**src/rtl/mem_port_arbiter_pkg.sv**
```systemverilog
// Shared encodings for the memory port arbiter: owner codes, FSM states and
// the byte-mask width of the memory port.
package mem_port_arbiter_pkg;

  localparam logic OWN_IF     = 1'b0;
  localparam logic OWN_LS     = 1'b1;
  localparam int   MEM_MASK_W = 8;

  typedef enum logic [1:0] {
    ST_IDLE  = 2'd0,
    ST_ISSUE = 2'd1,
    ST_WAIT  = 2'd2
  } state_e;

endpackage

```
**src/rtl/mem_port_arbiter_arb_prio_starve.sv**
```systemverilog
// Fixed-priority (LS first) winner selection with a saturating starvation
// counter that hands the next contested grant to IF after STARVE_MAX losses.
module arb_prio_starve #(
  parameter int STARVE_MAX = 3,
  localparam int CNT_W = $clog2(STARVE_MAX + 1)
) (
  input  logic clk,
  input  logic rst,
  input  logic arb_en,
  input  logic if_valid,
  input  logic ls_valid,
  output logic grant_if,
  output logic grant_ls
);

  logic [CNT_W-1:0] starve_cnt_q;
  logic [CNT_W-1:0] starve_cnt_d;
  logic             starve_hit;

  always_comb begin
    starve_hit = (starve_cnt_q == CNT_W'(STARVE_MAX));
    grant_if   = arb_en && if_valid && (!ls_valid || starve_hit);
    grant_ls   = arb_en && ls_valid && !(if_valid && starve_hit);
    if (grant_if) begin
      starve_cnt_d = '0;
    end else if (grant_ls && if_valid && !starve_hit) begin
      starve_cnt_d = starve_cnt_q + CNT_W'(1);
    end else begin
      starve_cnt_d = starve_cnt_q;
    end
  end

  always_ff @(posedge clk) begin
    if (rst) begin
      starve_cnt_q <= '0;
    end else begin
      starve_cnt_q <= starve_cnt_d;
    end
  end

endmodule

```
**src/rtl/mem_port_arbiter.sv**
```systemverilog
// Serializes instruction-fetch and load/store requests onto a single memory
// port with one outstanding transaction (IDLE -> ISSUE -> WAIT).
module mem_port_arbiter
  import mem_port_arbiter_pkg::*;
#(
  parameter int ADDR_W     = 64,
  parameter int DATA_W     = 64,
  parameter int STARVE_MAX = 3
) (
  input  logic                  clk,
  input  logic                  rst,
  input  logic                  if_req_valid,
  output logic                  if_req_ready,
  input  logic [ADDR_W-1:0]     if_addr,
  output logic                  if_resp_valid,
  output logic [DATA_W-1:0]     if_rdata,
  input  logic                  ls_req_valid,
  output logic                  ls_req_ready,
  input  logic                  ls_we,
  input  logic [ADDR_W-1:0]     ls_addr,
  input  logic [DATA_W-1:0]     ls_wdata,
  input  logic [MEM_MASK_W-1:0] ls_wmask,
  output logic                  ls_resp_valid,
  output logic [DATA_W-1:0]     ls_rdata,
  output logic                  mem_req_valid,
  input  logic                  mem_req_ready,
  output logic                  mem_we,
  output logic [ADDR_W-1:0]     mem_addr,
  output logic [DATA_W-1:0]     mem_wdata,
  output logic [MEM_MASK_W-1:0] mem_wmask,
  input  logic                  mem_resp_valid,
  input  logic [DATA_W-1:0]     mem_rdata
);

  state_e                state_q;
  logic                  owner_q;
  logic                  req_valid_q;
  logic                  we_q;
  logic [ADDR_W-1:0]     addr_q;
  logic [DATA_W-1:0]     wdata_q;
  logic [MEM_MASK_W-1:0] wmask_q;

  logic arb_en;
  logic grant_if;
  logic grant_ls;
  logic resp_fire;

  // Arbitration only happens in IDLE; rst forces both readies low immediately.
  assign arb_en = (state_q == ST_IDLE) && !rst;

  arb_prio_starve #(
    .STARVE_MAX (STARVE_MAX)
  ) u_arb (
    .clk      (clk),
    .rst      (rst),
    .arb_en   (arb_en),
    .if_valid (if_req_valid),
    .ls_valid (ls_req_valid),
    .grant_if (grant_if),
    .grant_ls (grant_ls)
  );

  always_ff @(posedge clk) begin
    if (rst) begin
      state_q     <= ST_IDLE;
      owner_q     <= OWN_IF;
      req_valid_q <= 1'b0;
      we_q        <= 1'b0;
      addr_q      <= '0;
      wdata_q     <= '0;
      wmask_q     <= '0;
    end else begin
      case (state_q)
        ST_IDLE: begin
          if (grant_if) begin
            owner_q     <= OWN_IF;
            we_q        <= 1'b0;
            addr_q      <= if_addr;
            wdata_q     <= '0;
            wmask_q     <= '0;
            req_valid_q <= 1'b1;
            state_q     <= ST_ISSUE;
          end else if (grant_ls) begin
            owner_q     <= OWN_LS;
            we_q        <= ls_we;
            addr_q      <= ls_addr;
            wdata_q     <= ls_wdata;
            wmask_q     <= ls_wmask;
            req_valid_q <= 1'b1;
            state_q     <= ST_ISSUE;
          end else begin
            state_q     <= ST_IDLE;
          end
        end
        ST_ISSUE: begin
          if (mem_req_ready) begin
            req_valid_q <= 1'b0;
            state_q     <= ST_WAIT;
          end else begin
            state_q     <= ST_ISSUE;
          end
        end
        ST_WAIT: begin
          if (mem_resp_valid) begin
            state_q <= ST_IDLE;
          end else begin
            state_q <= ST_WAIT;
          end
        end
        default: begin
          req_valid_q <= 1'b0;
          state_q     <= ST_IDLE;
        end
      endcase
    end
  end

  assign if_req_ready  = grant_if;
  assign ls_req_ready  = grant_ls;

  assign mem_req_valid = req_valid_q;
  assign mem_we        = we_q;
  assign mem_addr      = addr_q;
  assign mem_wdata     = wdata_q;
  assign mem_wmask     = wmask_q;

  // Responses outside WAIT are strays and never reach a requester.
  assign resp_fire     = (state_q == ST_WAIT) && mem_resp_valid && !rst;
  assign if_resp_valid = resp_fire && (owner_q == OWN_IF);
  assign ls_resp_valid = resp_fire && (owner_q == OWN_LS);
  assign if_rdata      = if_resp_valid ? mem_rdata : '0;
  assign ls_rdata      = ls_resp_valid ? mem_rdata : '0;

endmodule

```
**config.mk**
```make
export PLATFORM = sky130hd
export DESIGN_NAME = mem_port_arbiter
export DESIGN_NICKNAME = d
export VERILOG_FILES = /design/src/rtl/mem_port_arbiter_pkg.sv /design/src/rtl/mem_port_arbiter_arb_prio_starve.sv /design/src/rtl/mem_port_arbiter.sv
export SDC_FILE = /design/constraint.sdc
export NUM_CORES = 1
export LEC_CHECK = 0
export ABC_CLOCK_PERIOD_IN_PS = 4900
export BUFFER_PORTS_ARGS = -buffer_cell sky130_fd_sc_hd__buf_2
export CORE_AREA = 2 2 212 214
export CTS_BUF_LIST = sky130_fd_sc_hd__clkbuf_8
export CTS_CLUSTER_SIZE = 28
export DETAILED_ROUTE_END_ITERATION = 8
export DIE_AREA = 0 0 214 216
export GPL_TIMING_DRIVEN = 1
export HOLD_SLACK_MARGIN = 0.12
export MAX_ROUTING_LAYER = met4
export PLACE_DENSITY = 0.48
export RECOVER_POWER = 25
export SLEW_MARGIN = 15
export SYNTH_ARGS = -nofsm -noshare
export SYNTH_HDL_FRONTEND = slang
export SYNTH_SLANG_ARGS = --single-unit
```
**constraint.sdc**
```tcl
create_clock -name clk -period 4.9 [get_ports clk]
set_input_delay 0 -clock clk [delete_from_list [all_inputs] [get_ports clk]]
set_output_delay 0 -clock clk [all_outputs]
set_load 0.05 [all_outputs]
```
After elaboration in Yosys (flattened, before gate mapping)
Cells that the tools add are included.
{ "word_totals": {"reg_bits": 143, "latch_bits": 0, "ram_bits": 0, "rom_bits": 0, "in_bits": 271, "out_inout_bits": 270, "word_cells": 58, "memories": 0} }
{ "op_classes": {"add_sub_neg": 1, "mul": 0, "n_div": 0, "order_cmp": 0, "n_eq_ne": 5, "shifts": 0, "muxes": 20, "bitwise_logic": 2, "reduce_logical": 22} }
{ "ops": {"columns": ["cell", "count"], "rows": [
  ["two-way mux 64 bit", 6],
  ["two-way mux 8 bit", 2],
  ["logical AND 1 bit", 12],
  ["two-way mux 1 bit", 8],
  ["one-hot mux 2 bit (3 select lines)", 1],
  ["equality test 2 bit, second input constant", 2],
  ["zero test 1 bit", 4],
  ["two-way mux 2 bit", 2],
  ["inequality test 3 bit, second input constant", 1],
  ["one-hot mux 1 bit (3 select lines)", 1],
  ["AND reduction 3 bit", 1],
  ["adder 2 x 1 -> 2 bit, second input constant", 1],
  ["equality test 2 x 1 -> 1 bit, second input constant", 1],
  ["zero test 2 bit", 1],
  ["inequality test 2 bit, second input constant", 1],
  ["inverter 1 bit", 2],
  ["AND reduction 2 bit", 1],
  ["nonzero test 2 bit", 1],
  ["OR reduction 2 bit", 1],
  ["logical OR 1 bit", 1]
]} }

Logic depth before layout (Yosys ltp)
Gate-level depths: netlist (run 1).
{ "depth": {"word_depth": 7, "ltp_mapped": 8, "mapped_depth_nobuf": 5} }

Modules after synthesis
Synthesis (run 1) repeated with hierarchy kept, for this count alone.
{ "unflattened": {"cells_unflattened": 814, "area_unflattened_um2": 7477.2} }
{ "modules_own_cells": {"columns": ["mod", "n_inst", "cells_per_inst", "area_each_um2", "seq_area_each_um2"], "rows": [
  ["mem_port_arbiter", 1, 800, 7340.8, 2822.7],
  ["arb_prio_starve", 1, 14, 136.4, 40.0]
]} }

Worst setup path after synthesis (run 1)
No wires, ideal clock.
{ "synth_path": {"path_kind": "flip-flop to flip-flop", "start": "reg state_q[0]", "end": "reg owner_q", "setup_ps": 63, "arrival_time_ps": 2033, "required_time_ps": 4837, "slack_ps": 2804, "stages_incl_launch_ff": 7, "n_path_buf": 3, "period_less_slack_ps": 2096, "path_cell_list": "dfxtp_1 -> or3_1 -> buf_2 -> buf_6 -> buf_6 -> nor2_1 -> a31o_2"} }
{ "synth_between": {"elab_chain_cells": 6, "elab_cells_between_ends": 9, "classes_between": "1 x mux; 8 x reduce/logical"} }
{ "synth_rtl": {"columns": ["item", "line", "rtl"], "rows": [
  ["start: declaration", "mem_port_arbiter.sv:35", "state_e state_q;"],
  ["start signal: assignment", "mem_port_arbiter.sv:65", "state_q <= ST_IDLE;"],
  ["start signal: assignment", "mem_port_arbiter.sv:82", "state_q <= ST_ISSUE;"],
  ["start signal: assignment", "mem_port_arbiter.sv:90", "state_q <= ST_ISSUE;"],
  ["zero test 2 bit", "mem_port_arbiter.sv:49", "assign arb_en = (state_q == ST_IDLE) && !rst;"],
  ["logical AND 1 bit", "mem_port_arbiter.sv:49", null],
  ["logical AND 1 bit (2 in a row)", "mem_port_arbiter_arb_prio_starve.sv:23", "grant_ls = arb_en && ls_valid && !(if_valid && starve_hit);"],
  ["net ls_req_ready", "mem_port_arbiter.sv:18", "output logic ls_req_ready,"],
  ["nonzero test 2 bit (no source line)", null, null],
  ["AND reduction 2 bit (no source line)", null, null],
  ["end signal: assignment", "mem_port_arbiter.sv:66", "owner_q <= OWN_IF;"],
  ["end signal: assignment", "mem_port_arbiter.sv:76", "owner_q <= OWN_IF;"],
  ["end signal: assignment", "mem_port_arbiter.sv:84", "owner_q <= OWN_LS;"],
  ["end: declaration", "mem_port_arbiter.sv:36", "logic owner_q;"]
]} }
The timed path passes the listed nets, and every way through them passes these cells.
A chain may end at the register's enable or synchronous reset.

Worst setup path after layout (run 1)
{ "layout_path": {"start": "reg u_arb.starve_cnt_q[0]", "end": "reg addr_q[3] (netlist: mem_addr[3])"} }
{ "layout_between": {"elab_chain_cells": 6, "elab_cells_between_ends": 9, "classes_between": "1 x eq/ne; 1 x mux; 7 x reduce/logical"} }
{ "layout_rtl": {"columns": ["item", "line", "rtl"], "rows": [
  ["start: declaration", "mem_port_arbiter_arb_prio_starve.sv:16", "logic [CNT_W-1:0] starve_cnt_q;"],
  ["start signal: assignment", "mem_port_arbiter_arb_prio_starve.sv:37", "starve_cnt_q <= starve_cnt_d;"],
  ["equality test 2 bit (*)", "mem_port_arbiter_arb_prio_starve.sv:21", "starve_hit = (starve_cnt_q == CNT_W'(STARVE_MAX));"],
  ["logical AND 1 bit", "mem_port_arbiter_arb_prio_starve.sv:23", null],
  ["zero test 1 bit", "mem_port_arbiter_arb_prio_starve.sv:23", null],
  ["logical AND 1 bit", "mem_port_arbiter_arb_prio_starve.sv:23", null],
  ["nonzero test 2 bit (no source line)", null, null],
  ["AND reduction 2 bit (no source line)", null, null],
  ["end signal: assignment", "mem_port_arbiter.sv:78", "addr_q <= if_addr;"],
  ["end signal: assignment", "mem_port_arbiter.sv:86", "addr_q <= ls_addr;"],
  ["end: declaration", "mem_port_arbiter.sv:39", "logic [ADDR_W-1:0] addr_q;"]
]} }
Mark *: on every way between the ends. The rest lies on a longest branch, timed or not.

==> impl_metrics.json, run 1 <==
{
  "synth_edf_count": 0,
  "skew_ps": 15.4,
  "path_clk_slew_ps": 90,
  "routed_wl_um": 38400,
  "setup_slack_ps": 1140,
  "gp_congestion": 0.912,
  "utilization_pct": 28.6,
  "drv_slew": 0,
  "ys_async_sr_fraction_pct": 0,
  "grt_max_degree": 140,
  "synth_seq_cells": 143,
  "synth_top_area_share_pct": 42.3,
  "slowest_stage": "or3_2",
  "ir_drop_uv": 193,
  "synth_ff_type": "dfxtp_1",
  "setup.worst_path.end_class": "flip-flop",
  "total_power_mw": 3.27,
  "crit_fanout": 35,
  "hold_end": "mem_wmask[0]",
  "grt_use_total_pct": 16.6,
  "ant_nets": 0,
  "critPathLaunchType": "flip-flop",
  "fin_crit_ps": 3760,
  "holdWs_ps": 242,
  "rows": 77,
  "numPortBuffers": 540,
  "clockRootBuffer": "clkbuf_8",
  "post-place-ws_ps": 1650,
  "crit_path_cell_trace": "ha_1 -> nor2b_4 -> or3_2 -> clkinv_4 -> a221o_1 -> dlygate4sd3_1",
  "hold_viol": 0,
  "yosys_warnings": 0,
  "drc": 0,
  "cp_data_required_time_ps": 5330,
  "hold_class": "input port to flip-flop",
  "worst_pin_slew_ps": 1100,
  "coreArea_um2": 43800,
  "yosysMostFrequentCell": "dfxtp_1",
  "grt_pass1_vias": 9603,
  "timing.rr.end": "mem_addr[3]",
  "hp-start": "ls_wmask[0]",
  "critPathArrivalTime_ps": 4190,
  "yosys.area.top_type": "dfxtp_1",
  "first_pass_iters": 5,
  "cts_tree": "done",
  "final_nets": 1787,
  "slew_headroom_pct": 26.2,
  "grt_pass1_wl_um": 57100,
  "syn-num-nets": 1090,
  "ios": 541,
  "die_x_um": 214,
  "p_leak_nw": 5.90,
  "ys_top_cells_by_area": "dfxtp_1 42%, and3_1 9.0%, nand3_1 7.8%, o21ai_0 7.8%, and2_1 6.0%",
  "cpPeakStageDelay_ps": 790,
  "area_delta_synth_final_pct": 85.1,
  "fmax_mhz": 266,
  "tns_ps": 0,
  "cts_inserted_buffers": 17,
  "synth_cell_types": 33,
  "p_per_area_nw_per_um2": 261,
  "ys_seq_area_share_pct": 42.3,
  "setup_viol": 0,
  "post_synth_instance_area_um2": 6760,
  "rsz0062_at_grt": "no",
  "die_h_um": 216,
  "dpl.hpwl_um": 26200,
  "htree_levels": 4,
  "dieArea_um2": 46200,
  "finalCritPeriodShare_pct": 76.7,
  "maxCapViolations": 0,
  "cts_sinks": 143,
  "start_util_pct": 15.4,
  "syn_inst": 818,
  "drtIter0Drc": 696,
  "wire_per_inst_um": 18.0,
  "vias": 9521,
  "rr_worst_depth": 6,
  "drive_gt1_share_pct": 32.1,
  "r2r_start": "u_arb.starve_cnt_q[0]",
  "num-fill-cells": 4764,
  "worstSkewPairLatency_ps": 540,
  "yosys-top-cells-count": "143 x dfxtp_1, 105 x nand3_1, 105 x o21ai_0",
  "antenna_found_initial": 19,
  "status": "completed",
  "min_delay_path_depth": 4,
  "reg2reg_setup_slack_ps": 1140,
  "synth_area_per_cell_um2": 8.27,
  "vias_per_cell": 4.47,
  "grt-ovfl-total": 0,
  "worstSetupPathType": "flip-flop to flip-flop",
  "cts_max_path_buffers": 2
}
-- worst max-delay path: cells and delay by family, from the launching register on --
family | cells | cell delay, ps
and+or+nand+nor | 2 | 1540
buffers and inverters | 2 | 1010
AOI/OAI and AO/OA | 1 | 460
DFF | 1 | 330
adders and majority gates | 1 | 280
-- sequential cells by signal (all words and copies together) (netlist names) --
signal / count
u_arb.starve_cnt_q: 2
mem_wdata: 64
state_q: 2
mem_wmask: 8
owner_q: 1
mem_req_valid: 1
mem_we: 1
mem_addr: 64
-- layout make-up --
class	instances	area (µm²)	share of cell area [%]
timing repair buffer	783	5010	40.0
multi-input combinational	567	3460	27.6
sequential	143	2860	22.9
tap	592	741	5.91
clock buffer	17	234	1.87
clock inverter	15	170	1.36
antenna	11	27.5	0.220
inverter	3	16.3	0.130
-- metrics by stage --
stage	instances	cell area (µm²)
after floorplan	818	6760
after global placement	1853	9870
after detailed placement	1853	9870
after CTS	2120	12600
after global routing	2131	12500
final	2131	12500
-- worst max path at each step --
stage / start / to / depth (start not counted)
2_1_floorplan: state_q[0] / owner_q / 6
3_3_place_gp: u_arb.starve_cnt_q[0] / mem_addr[49] / 5
3_5_place_dp: u_arb.starve_cnt_q[0] / mem_addr[18] / 5
4_1_cts: u_arb.starve_cnt_q[0] / mem_addr[3] / 6
5_1_grt: u_arb.starve_cnt_q[0] / mem_addr[3] / 6
6_report: u_arb.starve_cnt_q[0] / mem_addr[3] / 6
-- per-layer routing --
layer	GRT usage, %	vias to the layer above	wire length, µm	part of all wire, %
li1	-	4441	-	-
met1	17.7	4501	14900	39
met2	27.8	484	19100	50
met3	3.93	95	2380	6.2
met4	10.7	0	2050	5.3
met5	-	-	0	0
-- cells by family (layout without fill, tap and decap cells) --
group,count (synthesis),in the layout,synth area share [%]
AOI/OAI and AO/OA,281,281,25.8
xor gates and xnor gates,1,1,0.130
adders and majority gates,1,1,0.185
buffers and inverters,108,818,7.25
DFF,143,143,42.3
other,0,11,0
and+or+nand+nor,284,284,24.3
-- cell usage in the layout, fill, tap and decap left out, drive strengths merged, types with 2 or more instances in the layout --
cell type / Yosys / layout
buf: 24 / 445
and2: 65 / 65
or3: 2 / 2
clkinv: 1 / 5
dfxtp: 143 / 143
inv: 2 / 7
bufinv: 0 / 3
and3: 97 / 97
o21ai: 105 / 105
dlygate4sd3: 0 / 235
nand3: 105 / 105
nor3: 2 / 2
a21oi: 77 / 77
clkinvlp: 0 / 3
a31oi: 31 / 31
a221o: 33 / 33
nor2b: 2 / 2
nor2: 3 / 3
or3b: 2 / 2
clkbuf: 81 / 120
o41ai: 31 / 31
diode: 0 / 11
-- repair_timing --
action,CTS,global route
setup buffers,0,0
hold endpoints to repair,142,0
hold buffers,235,0
gates resized for setup,0,0
-- power breakdown --
| part | switching, mW | leakage, nW | total [mW] | internal, mW |
|---|---|---|---|---|
| registers | 0.0560 | 1.17 | 1.30 | 1.24 |
| clock network | 0.537 | 0.205 | 1.04 | 0.500 |
| logic | 0.595 | 4.53 | 0.937 | 0.342 |
Power figures use the tool's default switching activity.
==> run 2, diff against run 1 <==
- ABC_CLOCK_PERIOD_IN_PS: 4900 -> 3400
- CORE_AREA: 2 2 212 214 -> 2 2 208 210
- DIE_AREA: 0 0 214 216 -> 0 0 210 212
- PLACE_DENSITY: 0.48 -> 0.5
- clock period: 4.9 -> 3.4 ns (I/O delays scaled with it)
==> impl_metrics.json, run 2 (synthesis results as in run 1) <==
{
  "antenna_found_initial": 27,
  "ant_nets": 0,
  "maxCapViolations": 0,
  "p_per_area_nw_per_um2": 378,
  "final_nets": 1814,
  "seqCellArea_um2": 2860,
  "fin_cells": 2114,
  "start_util_pct": 15.9,
  "p_leak_nw": 6.16,
  "drive_gt1_share_pct": 32.2,
  "hp-start": "rst",
  "ios": 541,
  "dieArea_um2": 44500,
  "fin_crit_ps": 3010,
  "crit_cells": 6,
  "critPathArrivalTime_ps": 3460,
  "slowest_stage": "buf_4",
  "reg2reg_setup_slack_ps": 390,
  "rows": 76,
  "grt-ovfl-total": 0,
  "vias_per_cell": 4.52,
  "layout_commonest_cell": "buf_2",
  "cts_inserted_buffers": 17,
  "worst_pin_slew_ps": 1100,
  "gp_congestion": 0.856,
  "setup_slack_ps": 385,
  "coreArea_um2": 42500,
  "num-fill-cells": 4637,
  "hold_viol": 0,
  "post-cts-setup-buffers": 0,
  "cp_top_family": "buffers and inverters",
  "rsz0062_at_grt": "no",
  "slew_headroom_pct": 26.3,
  "cts_max_path_buffers": 2,
  "multi_input_area_um2": 3460,
  "drc": 0,
  "hold_end": "u_arb.starve_cnt_q[1]",
  "grt_max_degree": 109,
  "cpPeakStageDelay_ps": 610,
  "skew_ps": 19.0,
  "min_delay_path_depth": 3,
  "fmax_mhz": 332,
  "utilization_pct": 30.1,
  "numPortBuffers": 540,
  "timing.rr.end": "mem_addr[34]",
  "cp_data_required_time_ps": 3850,
  "finalInstanceArea_um2": 12800,
  "grt_use_total_pct": 18.2,
  "status": "completed",
  "die_h_um": 212,
  "rr_worst_depth": 6,
  "placed_area_um2": 9900,
  "routed_wl_um": 41100,
  "worstSkewPairLatency_ps": 510,
  "crit_buf_inv": 3,
  "wire_per_inst_um": 19.5,
  "mostFrequentLayoutCells": "437 x buf_2, 253 x dlygate4sd3_1, 142 x dfxtp_1",
  "setup.worst_path.end_class": "flip-flop",
  "hold_class": "input port to flip-flop",
  "cts_tree": "done",
  "die_x_um": 210,
  "drtIter0Drc": 562,
  "vias": 9547,
  "htree_levels": 4,
  "post-place-ws_ps": 682,
  "grt_pass1_wl_um": 58300,
  "grt_pass1_vias": 9462,
  "worstSetupPathType": "flip-flop to flip-flop",
  "cts_sinks": 143,
  "tns_ps": 0,
  "first_pass_iters": 5,
  "dpl.hpwl_um": 29400,
  "crit_fanout": 66,
  "drv_slew": 0,
  "ir_drop_uv": 330,
  "area_delta_synth_final_pct": 89.1,
  "critPathLaunchType": "flip-flop",
  "r2r_start": "state_q[0]",
  "crit_path_cell_trace": "or3_4 -> buf_4 -> buf_4 -> o21ai_0 -> a31oi_1 -> dlygate4sd3_1",
  "path_clk_slew_ps": 90,
  "path_common_cell": "buf_4",
  "clockRootBuffer": "clkbuf_8",
  "finalCritPeriodShare_pct": 88.7,
  "setup_viol": 0,
  "dp_cells": 1816
}
## run 2: cell types whose count changed in the layout (fill, tap and decap cells not counted), sizes merged
| cell | before | now |
|---|---|---|
| diode | 11 | 13 |
| dlygate4sd3 | 235 | 253 |
| inv | 7 | 1 |
| buf | 445 | 454 |
| clkbuf | 120 | 126 |
## run 2: what timing repair did
item | CTS | global route
gates resized for setup | 0 | 1
hold buffers | 253 | 0
endpoints found under the hold margin | 142 | 0
endpoints found under the setup margin | 0 | 6
## run 2: per-layer routing
layer / up-vias / routed length (µm) / GRT usage, %
li1: 4490 / - / -
met1: 4523 / 15300 / 18.7
met2: 440 / 21500 / 32.3
met3: 94 / 2460 / 4.68
met4: 0 / 1840 / 9.61
met5: - / 0 / -
## run 2: tightest hold or removal path, cell delays in order
cell and delay (ps):
buf_2 150, buf_4 280, a21oi_1 170
## run 2: worst max-delay path by stage
stage               startpoint           end
global route        state_q[0]  mem_addr[24]
floorplan           state_q[0]       owner_q
global placement    state_q[0]  mem_addr[21]
detailed placement  state_q[0]  mem_addr[36]
finish              state_q[0]  mem_addr[34]
CTS                 state_q[0]  mem_addr[16]
## run 2: report_power, final
| group | total [mW] | switching [mW] | internal [mW] |
|---|---|---|---|
| registers | 1.85 | 0.0642 | 1.79 |
| clock network | 1.57 | 0.730 | 0.840 |
| logic | 1.41 | 0.891 | 0.517 |
## run 2: cell type report
type / instances / share of cell area, %
diodes: 13 / 0.254
clock buffers: 23 / 2.48
clock inverters: 9 / 1.02
inverters: 3 / 0.127
multi-input cells: 567 / 27.1
flip-flops and latches: 143 / 22.4
well taps: 546 / 5.34
repair buffers: 810 / 41.3
## run 2: through the flow
stage | hold slack, ps | total power, mW
after floorplan | 139 | 2.61
after global placement | 224 | 3.05
after detailed placement | 230 | 3.06
after CTS | 121 | 4.92
after global routing | 186 | 5.05
final | 149 | 4.83
